$ cat config.mk
export PLATFORM = sky130hd
export DESIGN_NAME = block_sweep_controller
export DESIGN_NICKNAME = d
export VERILOG_FILES = /design/src/rtl/block_sweep_controller.sv
export SDC_FILE = /design/constraint.sdc
export NUM_CORES = 1
export LEC_CHECK = 0
export ABC_AREA = 0
export ABC_CLOCK_PERIOD_IN_PS = 8700
export CAP_MARGIN = 10
export CORE_ASPECT_RATIO = 1.4
export CORE_MARGIN = 2
export CORE_UTILIZATION = 39
export DETAILED_ROUTE_END_ITERATION = 10
export MAX_ROUTING_LAYER = met4
export PLACE_DENSITY_LB_ADDON = 0.25
export SETUP_SLACK_MARGIN = 0.15
export SLEW_MARGIN = 10
export SYNTH_ARGS = -nofsm -noshare
export SYNTH_HDL_FRONTEND = slang
export SYNTH_SLANG_ARGS = --single-unit
export TNS_END_PERCENT = 5
$ cat constraint.sdc
create_clock -name clk -period 8.7 [get_ports clk]
set_clock_uncertainty 0.2 [all_clocks]
set_input_delay 2.175 -clock clk [delete_from_list [all_inputs] [get_ports clk]]
set_output_delay 2.175 -clock clk [all_outputs]
set_load 0.005 [all_outputs]
$ cat src/rtl/block_sweep_controller.sv
// Horizontal sweep sequencer for the stacking game's active block.
// Steps x at a programmable rate, bounces at the edges and offers drops via valid/ack.
module block_sweep_controller #(
    parameter int unsigned X_MAX      = 160,
    parameter logic [25:0] DELAY_STEP = 26'd500000,
    parameter logic [25:0] MIN_DELAY  = 26'd1000000,
    parameter logic [3:0]  LEVEL_MAX  = 4'd15
) (
    input  logic        clk,
    input  logic        reset,
    input  logic        start,
    input  logic        drop,
    input  logic        drop_ack,
    input  logic        last,
    input  logic [25:0] base_delay,
    input  logic [7:0]  block_width,
    output logic [7:0]  x,
    output logic        dir,
    output logic        busy,
    output logic        drop_valid,
    output logic [7:0]  drop_x,
    output logic [3:0]  level
);

    typedef enum logic [1:0] {
        ST_IDLE,
        ST_SWEEP,
        ST_OFFER
    } state_t;

    state_t      state_q, state_d;
    logic [7:0]  x_q, x_d;
    logic        dir_q, dir_d;
    logic        drop_valid_q, drop_valid_d;
    logic [7:0]  drop_x_q, drop_x_d;
    logic [3:0]  level_q, level_d;
    logic [25:0] counter_q, counter_d;
    logic [25:0] cur_delay_q, cur_delay_d;
    logic [7:0]  width_q, width_d;

    logic [8:0]  x_max9;
    logic [8:0]  right_lim9;
    logic [7:0]  right_lim;
    logic [26:0] floor_thr;
    logic [25:0] delay_dec;
    logic [3:0]  level_inc;

    // Right limit is done in 9 bits so an oversized block clamps to 0 instead of wrapping.
    always_comb begin
        x_max9     = 9'(X_MAX);
        right_lim9 = x_max9 - {1'b0, width_q};
        if ({1'b0, width_q} >= x_max9) begin
            right_lim = '0;
        end else begin
            right_lim = right_lim9[7:0];
        end
    end

    always_comb begin
        floor_thr = {1'b0, MIN_DELAY} + {1'b0, DELAY_STEP};
        if ({1'b0, cur_delay_q} < floor_thr) begin
            delay_dec = MIN_DELAY;
        end else begin
            delay_dec = cur_delay_q - DELAY_STEP;
        end
        if (level_q >= LEVEL_MAX) begin
            level_inc = LEVEL_MAX;
        end else begin
            level_inc = level_q + 4'd1;
        end
    end

    always_comb begin
        state_d      = state_q;
        x_d          = x_q;
        dir_d        = dir_q;
        drop_valid_d = drop_valid_q;
        drop_x_d     = drop_x_q;
        level_d      = level_q;
        counter_d    = counter_q;
        cur_delay_d  = cur_delay_q;
        width_d      = width_q;

        case (state_q)
            ST_IDLE: begin
                if (start) begin
                    cur_delay_d = base_delay;
                    counter_d   = base_delay;
                    x_d         = '0;
                    dir_d       = 1'b1;
                    level_d     = '0;
                    width_d     = block_width;
                    state_d     = ST_SWEEP;
                end
            end

            ST_SWEEP: begin
                // A drop wins over a coincident tick: the position is frozen as-is.
                if (drop) begin
                    drop_x_d     = x_q;
                    drop_valid_d = 1'b1;
                    state_d      = ST_OFFER;
                end else if (counter_q == '0) begin
                    counter_d = cur_delay_q;
                    if (dir_q) begin
                        if (x_q >= right_lim) begin
                            dir_d = 1'b0;
                            if (right_lim != '0) begin
                                x_d = x_q - 8'd1;
                            end
                        end else begin
                            x_d = x_q + 8'd1;
                        end
                    end else begin
                        if (x_q == '0) begin
                            dir_d = 1'b1;
                            if (right_lim != '0) begin
                                x_d = x_q + 8'd1;
                            end
                        end else begin
                            x_d = x_q - 8'd1;
                        end
                    end
                end else begin
                    counter_d = counter_q - 26'd1;
                end
            end

            ST_OFFER: begin
                if (drop_ack) begin
                    drop_valid_d = 1'b0;
                    level_d      = level_inc;
                    cur_delay_d  = delay_dec;
                    if (last) begin
                        state_d = ST_IDLE;
                    end else begin
                        x_d       = '0;
                        dir_d     = 1'b1;
                        counter_d = delay_dec;
                        width_d   = block_width;
                        state_d   = ST_SWEEP;
                    end
                end
            end

            default: begin
                state_d = ST_IDLE;
            end
        endcase
    end

    always_ff @(posedge clk or posedge reset) begin
        if (reset) begin
            state_q      <= ST_IDLE;
            x_q          <= '0;
            dir_q        <= 1'b1;
            drop_valid_q <= 1'b0;
            drop_x_q     <= '0;
            level_q      <= '0;
            counter_q    <= '0;
            cur_delay_q  <= '0;
            width_q      <= '0;
        end else begin
            state_q      <= state_d;
            x_q          <= x_d;
            dir_q        <= dir_d;
            drop_valid_q <= drop_valid_d;
            drop_x_q     <= drop_x_d;
            level_q      <= level_d;
            counter_q    <= counter_d;
            cur_delay_q  <= cur_delay_d;
            width_q      <= width_d;
        end
    end

    assign x          = x_q;
    assign dir        = dir_q;
    assign busy       = (state_q != ST_IDLE);
    assign drop_valid = drop_valid_q;
    assign drop_x     = drop_x_q;
    assign level      = level_q;

endmodule

==> parameters.txt <==
Parameter                              Value

Setup path
  Critical path capture point    width_q[7]
  R2r endpoint    x[6]
  Cell at the slowest stage of the critical path    a21oi_1
  Count of buffer and inverter cells on the critical path    2
  Maximum net fanout on the critical path    25
  Startpoint of the most critical setup path    start
  Critical path arrival    4.59 ns
  FF-to-FF setup slack    between 4 and 5 ns
  Startpoint of the most critical register-to-register path    width_q[2]
  Worst setup SP type    input port
  Worst path cell trace    clkdlybuf4s50_1 -> nand2b_1 -> o21a_1 -> o21ai_2 -> buf_4 -> a21oi_1 -> mux2_2
  CP delay by family, top    compound AO/OA/AOI/OAI gates
  Biggest cell delay along the critical path    0.71 ns
  Data required, critical path    8.73 ns
  Depth of the critical timing path with buffers and inverters included    7
  Critical path start-end classification    in2reg
  Critical path endpoint category    flip-flop
  Cell count of the worst reg-to-reg path    12

GRT
  Number of antenna violations at the first check in global routing    0
  Pin count of the biggest net entering global routing    between 60 and 70
  Layer with the highest usage after global routing    met2
  Vias in the first global route    5728
  Total routing usage reported by global routing    0.2309
  Met2 Use GR    0.3991
  Met1 Use GR    0.2667
  Global-route wire length before repair    about 29 mm
  Global Route met3 Usage    0.02883
  Overflow left after global routing    0

Timing
  Worst slew margin relative to its limit    0.4044
  Final critical path time including I/O delays and setup    roughly 4.6 ns
  Maximum achievable frequency    around 0.22 GHz
  Ratio of final minimum period to clock period    0.5248
  Worst-Margin Slew    0.8901 ns
  Max-slew violation total from the final report    0
  Setup TNS    0 ns
  Setup repair after global routing missed its margin    false
  Setup slack of the critical path after layout    4.134 ns
  Number of endpoints with negative hold slack in the final report    0
  Final setup fails    0

Yosys
  Area of the mapped netlist    between 6000 and 7000 µm²
  Distinct cell type count of the synthesized netlist    70
  Dominant cell type by area after synthesis    dfrtp_1
  Fraction of the yosys area taken by sequential cells    0.3498
  Cell types occupying the most area after synthesis    dfrtp_1, nand2_1, o21ai_0
  Post-Syn Nets    782
  Synthesis-stage register bit count    84
  Warning count from the yosys run    0
  Post-synthesis instance total    around 720
  Number of enable flip-flop cells after synthesis    0
  Ys flop type    dfrtp_1
  Yosys top cell area share    0.3454
  FFs w/ async S/R, synth    1.000
  Mean instance size in the synthesized netlist    8.317 µm²

Place
  Total instance count after detailed placement    about 940
  Placer congestion estimate    between 0.9 and 1
  IO Port Bufs    62
  Placement Setup Slack    3.809 ns
  Detailed Place HPWL    approximately 12 mm

Final layout
  Number of standard cells in the final layout excluding fillers    roughly 960
  Synth-to-layout area growth    17.35%
  Proportion of layout cells with a drive suffix above 1    0.08246
  Final antenna diode count    0
  Highest-count cells in the layout ignoring fill and taps    dfrtp_1, nand2_1, clkdlybuf4s50_1
  FILL cells    between 1000 and 1500
  Post-layout nets    820
  Most common library cell in the layout ignoring fill and taps    dfrtp_1

Route
  Average via count per standard cell    6.010
  Mean routed wirelength per cell    roughly 19 µm
  # DRC    0
  Detailed router's first-iteration violation count    421
  Detailed-route via count    approximately 5700
  Overall routed net length    17.96 mm
  Post-route ant nets    0
  Detailed-routing iteration count for the pre-antenna-repair pass    5

Floorplan
  Die width    108.9 µm
  Core Area    15050 µm²
  Vertical extent of the die    150.9 µm
  Initial Utilization    0.3995
  Die area    16440 µm²
  Number of primary I/O pins    63
  Row cnt    53

CTS
  Clock tree sinks    84
  CTS Hold Buffers Added    0
  Clock Pin Slew Worst Setup and Hold Paths    approximately 0.07 ns
  H-tree depth    3
  CTS tree    yes
  Worst-case clock buffer depth    2
  Root buffer cell    clkbuf_16
  Count of buffers added by post-CTS timing repair for setup    0
  Clock latency of the later-clocked register in the worst-skew pair    approximately 0.35 ns
  Number of clock buffers inserted by TritonCTS    9
  Number of gates resized after CTS    0

Power and ir drop
  Highest ir drop seen on vdd    about 0.17 mV
  Tot Pwr    around 3.0 mW
  Ratio of total power to cell area    between 400 and 500 nW/µm²
  Static leakage    2.808 nW

Run
  Count of maximum capacitance violations    0

Status
  Status    complete, no violations

Hold path
  Worst hold-check path type    reg2reg
[power by group]
part	switching (mW)	internal (mW)	leakage (nW)
Sequential	0.284	0.584	1.03
Combinational	1.01	0.740	1.65
Clock	0.163	0.218	0.133
Total	1.45	1.54	2.81
[per-stage QoR]
stage	hold WS (ns)	utilization	area, µm²
finish	0.2855	0.4688	7057
global route	0.3129	0.4688	7057
CTS	0.2880	0.4688	7057
detailed placement	0.2724	0.4502	6777
global placement	0.2632	0.4502	6777
floorplan	0.2668	-	6013
[state kept, by name, summed over array words and instances, names as in the netlist]
register	cells
counter_q	26
cur_delay_q	26
dir	1
drop_valid	1
drop_x	8
level	4
state_q	2
width_q	8
x	8
[area by class of cell]
cell class | instances | area (µm²) | share of cell area
clock inverters | 5 | 55.05 | 0.007801
well taps | 192 | 240.2 | 0.03404
flip-flops and latches | 84 | 2103 | 0.2980
inverters | 29 | 110.1 | 0.01560
clock buffers | 9 | 225.2 | 0.03191
repair buffers | 73 | 703.2 | 0.09965
multi-input cells | 564 | 3620 | 0.5129
[worst reg2reg max path, stage by stage, from the launching register on]
cell	delay, ns
dfrtp_1	0.47
or4_1	0.56
nor2_1	0.22
xor2_1	0.17
nand2_1	0.08
ha_1	0.19
a21o_1	0.15
a211oi_1	0.28
o211ai_1	0.19
o211ai_2	0.26
mux2_2	0.41
or4_1	0.39
nand3_1	0.09
[cell usage after synthesis, types with 4 or more instances]
cell type	instances
nor3_2	4
nor3_1	36
a22oi_1	7
nand2_1	77
o21ai_1	14
mux2i_1	7
a22o_1	13
ha_1	19
or4_1	12
or2_2	5
a21oi_1	43
nor4_1	11
a31oi_1	7
and3_1	5
inv_1	29
o31ai_1	4
xnor2_1	29
dfrtp_1	83
nand2b_1	6
nor2_1	53
o22ai_1	9
clkbuf_1	41
nand4_1	4
o211ai_1	10
a211oi_1	4
o21ai_0	54
mux2_2	14
or3_1	9
a2bb2oi_1	4
a221oi_1	7
nand3_1	23
xor2_1	16
[routing by layer]
| metal | vias up | routed length [µm] |
|---|---|---|
| li1 | 2724 | - |
| met1 | 2771 | 7380 |
| met2 | 205 | 9129 |
| met3 | 46 | 908 |
| met4 | 0 | 545 |
| met5 | - | 0 |
[worst min path at each step]
| stage | endpoint | from | depth (start not counted) |
|---|---|---|---|
| global route | cur_delay_q[4] | cur_delay_q[4] | 1 |
| floorplan | cur_delay_q[4] | cur_delay_q[4] | 1 |
| global placement | drop_x[0] | drop_x[0] | 2 |
| detailed placement | drop_x[1] | drop_x[1] | 2 |
| finish | drop_x[1] | drop_x[1] | 2 |
| CTS | drop_x[1] | drop_x[1] | 2 |
[cells by family (layout without fill, tap and decap cells)]
kind of cell	count (synthesis)	count (layout)	share of synthesized area
simple gates	259	259	0.2135
compound gates	219	219	0.2416
flops	84	84	0.3498
buf+inv	75	116	0.05035
xor+xnor	45	45	0.06554
mux	22	22	0.03974
fa+ha+maj	19	19	0.03953
Note: power is estimated with default switching activity, not from simulation.
